[src/rtl/mc_controller.sv]
// mc_controller: multicycle MIPS control FSM. Sequences fetch, decode,
// execute, memory and writeback over a shared-memory datapath, stalls on
// mem_ready, flags undecodable instructions and counts retirements.
module mc_controller #(
    parameter int ALU_CTRL_W = 3,
    parameter int CNT_W      = 32,
    parameter bit WAIT_EN    = 1'b1
) (
    input  logic                  clk,
    input  logic                  rst,
    input  logic [5:0]            opcode,
    input  logic [5:0]            func,
    input  logic                  ZERO,
    input  logic                  mem_ready,
    output logic                  pc_write,
    output logic                  i_or_d,
    output logic                  mem_read,
    output logic                  mem_write,
    output logic                  ir_write,
    output logic                  mdr_write,
    output logic [1:0]            reg_dst,
    output logic [1:0]            mem_to_reg,
    output logic                  reg_write,
    output logic                  alu_src_a,
    output logic [1:0]            alu_src_b,
    output logic [ALU_CTRL_W-1:0] alu_cntrl,
    output logic [1:0]            pc_src,
    output logic                  illegal,
    output logic [CNT_W-1:0]      instr_count,
    output logic [3:0]            state
);

    typedef enum logic [3:0] {
        FETCH    = 4'd0,
        DECODE   = 4'd1,
        MEM_ADDR = 4'd2,
        MEM_RD   = 4'd3,
        MEM_WB   = 4'd4,
        MEM_WR   = 4'd5,
        R_EXEC   = 4'd6,
        R_WB     = 4'd7,
        I_EXEC   = 4'd8,
        I_WB     = 4'd9,
        BRANCH   = 4'd10,
        JUMP     = 4'd11,
        JAL      = 4'd12,
        JR       = 4'd13,
        ILLEGAL  = 4'd14
    } state_t;

    localparam logic [2:0] ALU_ADD = 3'b010;
    localparam logic [2:0] ALU_SUB = 3'b110;
    localparam logic [2:0] ALU_AND = 3'b000;
    localparam logic [2:0] ALU_OR  = 3'b001;
    localparam logic [2:0] ALU_SLT = 3'b111;

    state_t     state_q;
    state_t     dec_next;
    logic       mem_ok;
    logic       retire;
    logic [2:0] alu3;

    // Zero-wait builds ignore the handshake entirely.
    assign mem_ok    = WAIT_EN ? mem_ready : 1'b1;
    assign state     = state_q;
    assign alu_cntrl = ALU_CTRL_W'(alu3);

    // Instruction decode: pick the execute state from opcode/func.
    always_comb begin
        dec_next = ILLEGAL;
        case (opcode)
            6'b000000: begin
                case (func)
                    6'b100000, 6'b100010, 6'b100100,
                    6'b100101, 6'b101010: dec_next = R_EXEC;
                    6'b001000:            dec_next = JR;
                    default:              dec_next = ILLEGAL;
                endcase
            end
            6'b100011, 6'b101011:                       dec_next = MEM_ADDR;
            6'b001000, 6'b001010, 6'b001100, 6'b001101: dec_next = I_EXEC;
            6'b000100:                                  dec_next = BRANCH;
            6'b000010:                                  dec_next = JUMP;
            6'b000011:                                  dec_next = JAL;
            default:                                    dec_next = ILLEGAL;
        endcase
    end

    // Retiring states; a store retires only once memory accepts it.
    always_comb begin
        retire = 1'b0;
        case (state_q)
            R_WB, I_WB, MEM_WB, BRANCH, JUMP, JAL, JR: retire = 1'b1;
            MEM_WR:                                    retire = mem_ok;
            default:                                   retire = 1'b0;
        endcase
    end

    // State register and retired-instruction counter.
    always_ff @(posedge clk or posedge rst) begin
        if (rst) begin
            state_q     <= FETCH;
            instr_count <= '0;
        end else begin
            if (retire)
                instr_count <= instr_count + CNT_W'(1);
            case (state_q)
                FETCH:    if (mem_ok) state_q <= DECODE;
                DECODE:   state_q <= dec_next;
                MEM_ADDR: state_q <= opcode[3] ? MEM_WR : MEM_RD;
                MEM_RD:   if (mem_ok) state_q <= MEM_WB;
                MEM_WR:   if (mem_ok) state_q <= FETCH;
                R_EXEC:   state_q <= R_WB;
                I_EXEC:   state_q <= I_WB;
                default:  state_q <= FETCH;
            endcase
        end
    end

    // Control outputs decoded from state; all held low while in reset.
    always_comb begin
        pc_write   = 1'b0;
        i_or_d     = 1'b0;
        mem_read   = 1'b0;
        mem_write  = 1'b0;
        ir_write   = 1'b0;
        mdr_write  = 1'b0;
        reg_dst    = 2'd0;
        mem_to_reg = 2'd0;
        reg_write  = 1'b0;
        alu_src_a  = 1'b0;
        alu_src_b  = 2'd0;
        alu3       = 3'b000;
        pc_src     = 2'd0;
        illegal    = 1'b0;
        if (!rst) begin
            case (state_q)
                FETCH: begin
                    mem_read  = 1'b1;
                    alu_src_b = 2'd1;
                    alu3      = ALU_ADD;
                    ir_write  = mem_ok;
                    pc_write  = mem_ok;
                end
                DECODE: begin
                    alu_src_b = 2'd3;
                    alu3      = ALU_ADD;
                end
                R_EXEC: begin
                    alu_src_a = 1'b1;
                    case (func)
                        6'b100010: alu3 = ALU_SUB;
                        6'b100100: alu3 = ALU_AND;
                        6'b100101: alu3 = ALU_OR;
                        6'b101010: alu3 = ALU_SLT;
                        default:   alu3 = ALU_ADD;
                    endcase
                end
                R_WB: begin
                    reg_dst   = 2'd1;
                    reg_write = 1'b1;
                end
                I_EXEC: begin
                    alu_src_a = 1'b1;
                    alu_src_b = 2'd2;
                    case (opcode)
                        6'b001010: alu3 = ALU_SLT;
                        6'b001100: alu3 = ALU_AND;
                        6'b001101: alu3 = ALU_OR;
                        default:   alu3 = ALU_ADD;
                    endcase
                end
                I_WB: reg_write = 1'b1;
                MEM_ADDR: begin
                    alu_src_a = 1'b1;
                    alu_src_b = 2'd2;
                    alu3      = ALU_ADD;
                end
                MEM_RD: begin
                    i_or_d    = 1'b1;
                    mem_read  = 1'b1;
                    mdr_write = mem_ok;
                end
                MEM_WB: begin
                    mem_to_reg = 2'd1;
                    reg_write  = 1'b1;
                end
                MEM_WR: begin
                    i_or_d    = 1'b1;
                    mem_write = 1'b1;
                end
                BRANCH: begin
                    alu_src_a = 1'b1;
                    alu3      = ALU_SUB;
                    pc_src    = 2'd1;
                    pc_write  = ZERO;
                end
                JUMP: begin
                    pc_src   = 2'd2;
                    pc_write = 1'b1;
                end
                JAL: begin
                    pc_src     = 2'd2;
                    pc_write   = 1'b1;
                    reg_dst    = 2'd2;
                    mem_to_reg = 2'd2;
                    reg_write  = 1'b1;
                end
                JR: begin
                    pc_src   = 2'd3;
                    pc_write = 1'b1;
                end
                ILLEGAL: illegal = 1'b1;
                default: ;
            endcase
        end
    end

endmodule

[config.mk]
export PLATFORM = sky130hd
export DESIGN_NAME = mc_controller
export DESIGN_NICKNAME = d
export VERILOG_FILES = /design/src/rtl/mc_controller.sv
export SDC_FILE = /design/constraint.sdc
export NUM_CORES = 1
export LEC_CHECK = 0
export ABC_AREA = 1
export BUFFER_PORTS_ARGS = -buffer_cell sky130_fd_sc_hd__buf_2
export CAP_MARGIN = 5
export CORE_MARGIN = 4
export CORE_UTILIZATION = 50
export DETAILED_ROUTE_END_ITERATION = 16
export GPL_TIMING_DRIVEN = 0
export PLACE_DENSITY = 0.76
export SYNTH_ARGS = -nofsm -noshare
export SYNTH_HDL_FRONTEND = slang
export SYNTH_SLANG_ARGS = --single-unit
[constraint.sdc]
create_clock -name clk -period 2.1 [get_ports clk]
set_input_delay 0.105 -clock clk [delete_from_list [all_inputs] [get_ports clk]]
set_output_delay 0.105 -clock clk [all_outputs]
set_load 0.05 [all_outputs]
==> metrics.md <==
| Metric | Value |
|---|---|
| Status | `finished clean` |
| Slew HR | `48.6%` |
| # rows | `26` |
| I/O pin count | `72` |
| Fmax | `507 MHz` |
| Final wirelength | `7310 um` |
| Hold Fails Final Rpt | `0` |
| Sequential fraction of the synthesis area | `33.6%` |
| Netlist cell types | `30` |
| Worst-path clk slew | `0.07 ns` |
| Final Max Slew Viols | `0` |
| Vias in the first global route | `2639` |
| Vias | `2952` |
| Mapped Area | `0.00268 mm^2` |
| Starting DRC count in detailed routing | `180` |
| Seq cells post-synth | `36` |
| Share of cells above drive strength 1 | `21.3%` |
| CP required | `2.00 ns` |
| Die width | `81.2 um` |
| CTS tree | `built` |
| Worst Skew | `0.00533 ns` |
| Crit path time final | `1.97 ns` |
| Clk root buf | `clkbuf_8` |
| Fin Setup TNS | `0 ns` |
| Final #Nets | `514` |
| Max-cap viol count | `0` |
| Number of routed nets with antenna violations | `0` |
| Top_reg_cell synth | `dfrtp_1` |
| Critical path arrival | `1.87 ns` |
| Pwr dens | `1090 mW/mm^2` |
| RSZ-0062 raised after global routing | `false` |
| Post-synth top area cell | `dfrtp_1` |
| Yosys top cell area share | `33.6%` |
| Worst-margin pin slew | `0.770 ns` |
| DRC Markers | `0` |
| Grt ovf | `0` |
| Layout area overhead | `22.4%` |
| Die area | `0.00660 mm^2` |
| Net Count, Synth | `437` |
| Hold slack | `0.0843 ns` |
| Starting Density | `52.2%` |
| Cell Chain, Critical Path | `buf_6 -> nor2_2 -> nand2_1 -> inv_1 -> nand4_1 -> a41oi_2 -> clkbuf_4` |
| Longest Clk Path Bufs | `2` |
| Critical path class | `register to output pin` |
| Crit Path Max Fanout | `8` |
| EDFF count, synth | `0` |
| Core Area | `0.00514 mm^2` |
| Inserted Clock Buffers | `5` |
| Initial antenna violation count | `0` |
| Most frequent cell after synthesis | `nand2_1` |
| Total Routing Usage GR | `23.2%` |
| Post-DP HPWL | `5790 um` |
| Wire per inst | `12.9 um` |
| Most area-consuming cells after synthesis | `dfrtp_1 (34%), nand2_1 (21%), nor2_1 (8.4%)` |
| Top post-synthesis cells by count | `nand2_1 (150), nor2_1 (60), inv_1 (45)` |
| Antenna Cells | `0` |
| Max H-tree Level | `2` |
| Placer's final routability congestion estimate | `0.986` |
| Port buffer count | `70` |
| Cell at the slowest stage of the critical path | `dfrtp_1` |
| HP Class | `input pin to register` |
| Die Span Y | `81.2 um` |
| Max incr delay on CP | `0.40 ns` |
| Sink Count | `36` |
| Largest net degree at the start of global routing | `40` |
| Warnings from Yosys | `0` |
| Syn_area_per_cell | `6.39 um^2` |
| First-pass GRT wire length | `12000 um` |
| Layout fillers | `503` |
| Worst path top cell family by delay | `buffers and inverters` |
| Setup Viol. Count Final | `0` |
| Number of vias per cell | `5.20` |
| Worst-Skew Late Latency | `0.29 ns` |
| Worst Path Buf+Inv | `3` |
| CP Launch Type | `register` |
| Endpoint type of the worst setup path | `output pin` |
| Fin crit share | `93.9%` |
| DRT Pass-1 Iters | `5` |
| Static leakage | `1.73 nW` |
| Maximum vdd drop | `0.929 mV` |
| Synth Instances | `420` |
| FFs w/ async S/R, synth | `100%` |
-- area by class of cell --
type | instances | area (um^2) | area share, %
multi-input combinational | 328 | 1590 | 48.5
sequential | 36 | 901 | 27.4
timing repair buffer | 70 | 355 | 10.8
inverter | 48 | 183 | 5.56
tap | 70 | 87.6 | 2.67
clock buffer | 6 | 72.6 | 2.21
buffer | 8 | 58.8 | 1.79
clock inverter | 2 | 35.0 | 1.07
-- logic make-up after synthesis --
group,Yosys count,share of synthesized area [%]
xor gates and xnor gates,28,9.14
adders and majority gates,1,0.466
DFF,36,33.6
AOI/OAI and AO/OA,31,6.53
and+or+nand+nor,268,41.3
buffers and inverters,56,9.00
-- path summary, 6_finish.rpt --
check,startpoint,end,slack (ns),cells past startpoint
min reg2reg,instr_count[8],instr_count[8],0.53,1
min in group asynchronous,rst,instr_count[16],0.16,2
max in group asynchronous,rst,instr_count[4],1.45,2
max,state[0],alu_cntrl[0],0.13,7
min,mem_ready,state[1],0.08,2
max reg2reg,instr_count[0],instr_count[24],0.19,9
-- sequential cells by signal, indices dropped and copies added (netlist names) --
signal	cells
instr_count	32
state	4
-- repair_timing --
action | CTS | global route
setup endpoints to repair | 0 | 5
hold buffers | 0 | 0
gates resized for setup | 0 | 5
setup buffers | 0 | 0
-- power by group --
| part | internal (mW) | leakage (nW) | switching, mW |
|---|---|---|---|
| registers | 0.808 | 0.486 | 0.162 |
| logic | 0.492 | 1.18 | 1.53 |
| clock network | 0.352 | 0.0552 | 0.247 |
-- metal layers --
metal	global-route usage (%)	share of wire, %	vias up
met5	0	0	-
met4	5.91	0.96	0
met3	3.44	6.4	10
met2	37.5	46	108
met1	32.4	47	1365
li1	-	-	1469
-- layout by cell type, fill, tap and decap left out, types with 7 or more instances in the layout --
cell     instances
buf_2           70
dfrtp_1         36
inv_1           44
nand2_1        150
nand3_1         22
nor2_1          56
nor2_2           7
nor3_1          18
o21ai_0          8
o21ai_1          7
xnor2_1         13
xor2_1          15
-- metrics by stage --
stage / std cells / util [%] / setup slack, ns / power [mW] / area [um^2]
detailed placement: 560 / 61.6 / 0.133 / 2.97 / 3160
floorplan: 420 / - / -0.00726 / 2.48 / 2730
global placement: 560 / 61.6 / -0.189 / 2.95 / 3160
global route: 568 / 63.9 / 0.0114 / 3.80 / 3280
CTS: 568 / 63.7 / 0.0487 / 3.57 / 3270
finish: 568 / 63.9 / 0.129 / 3.59 / 3280
No activity file was read; power rests on OpenSTA's default activity.
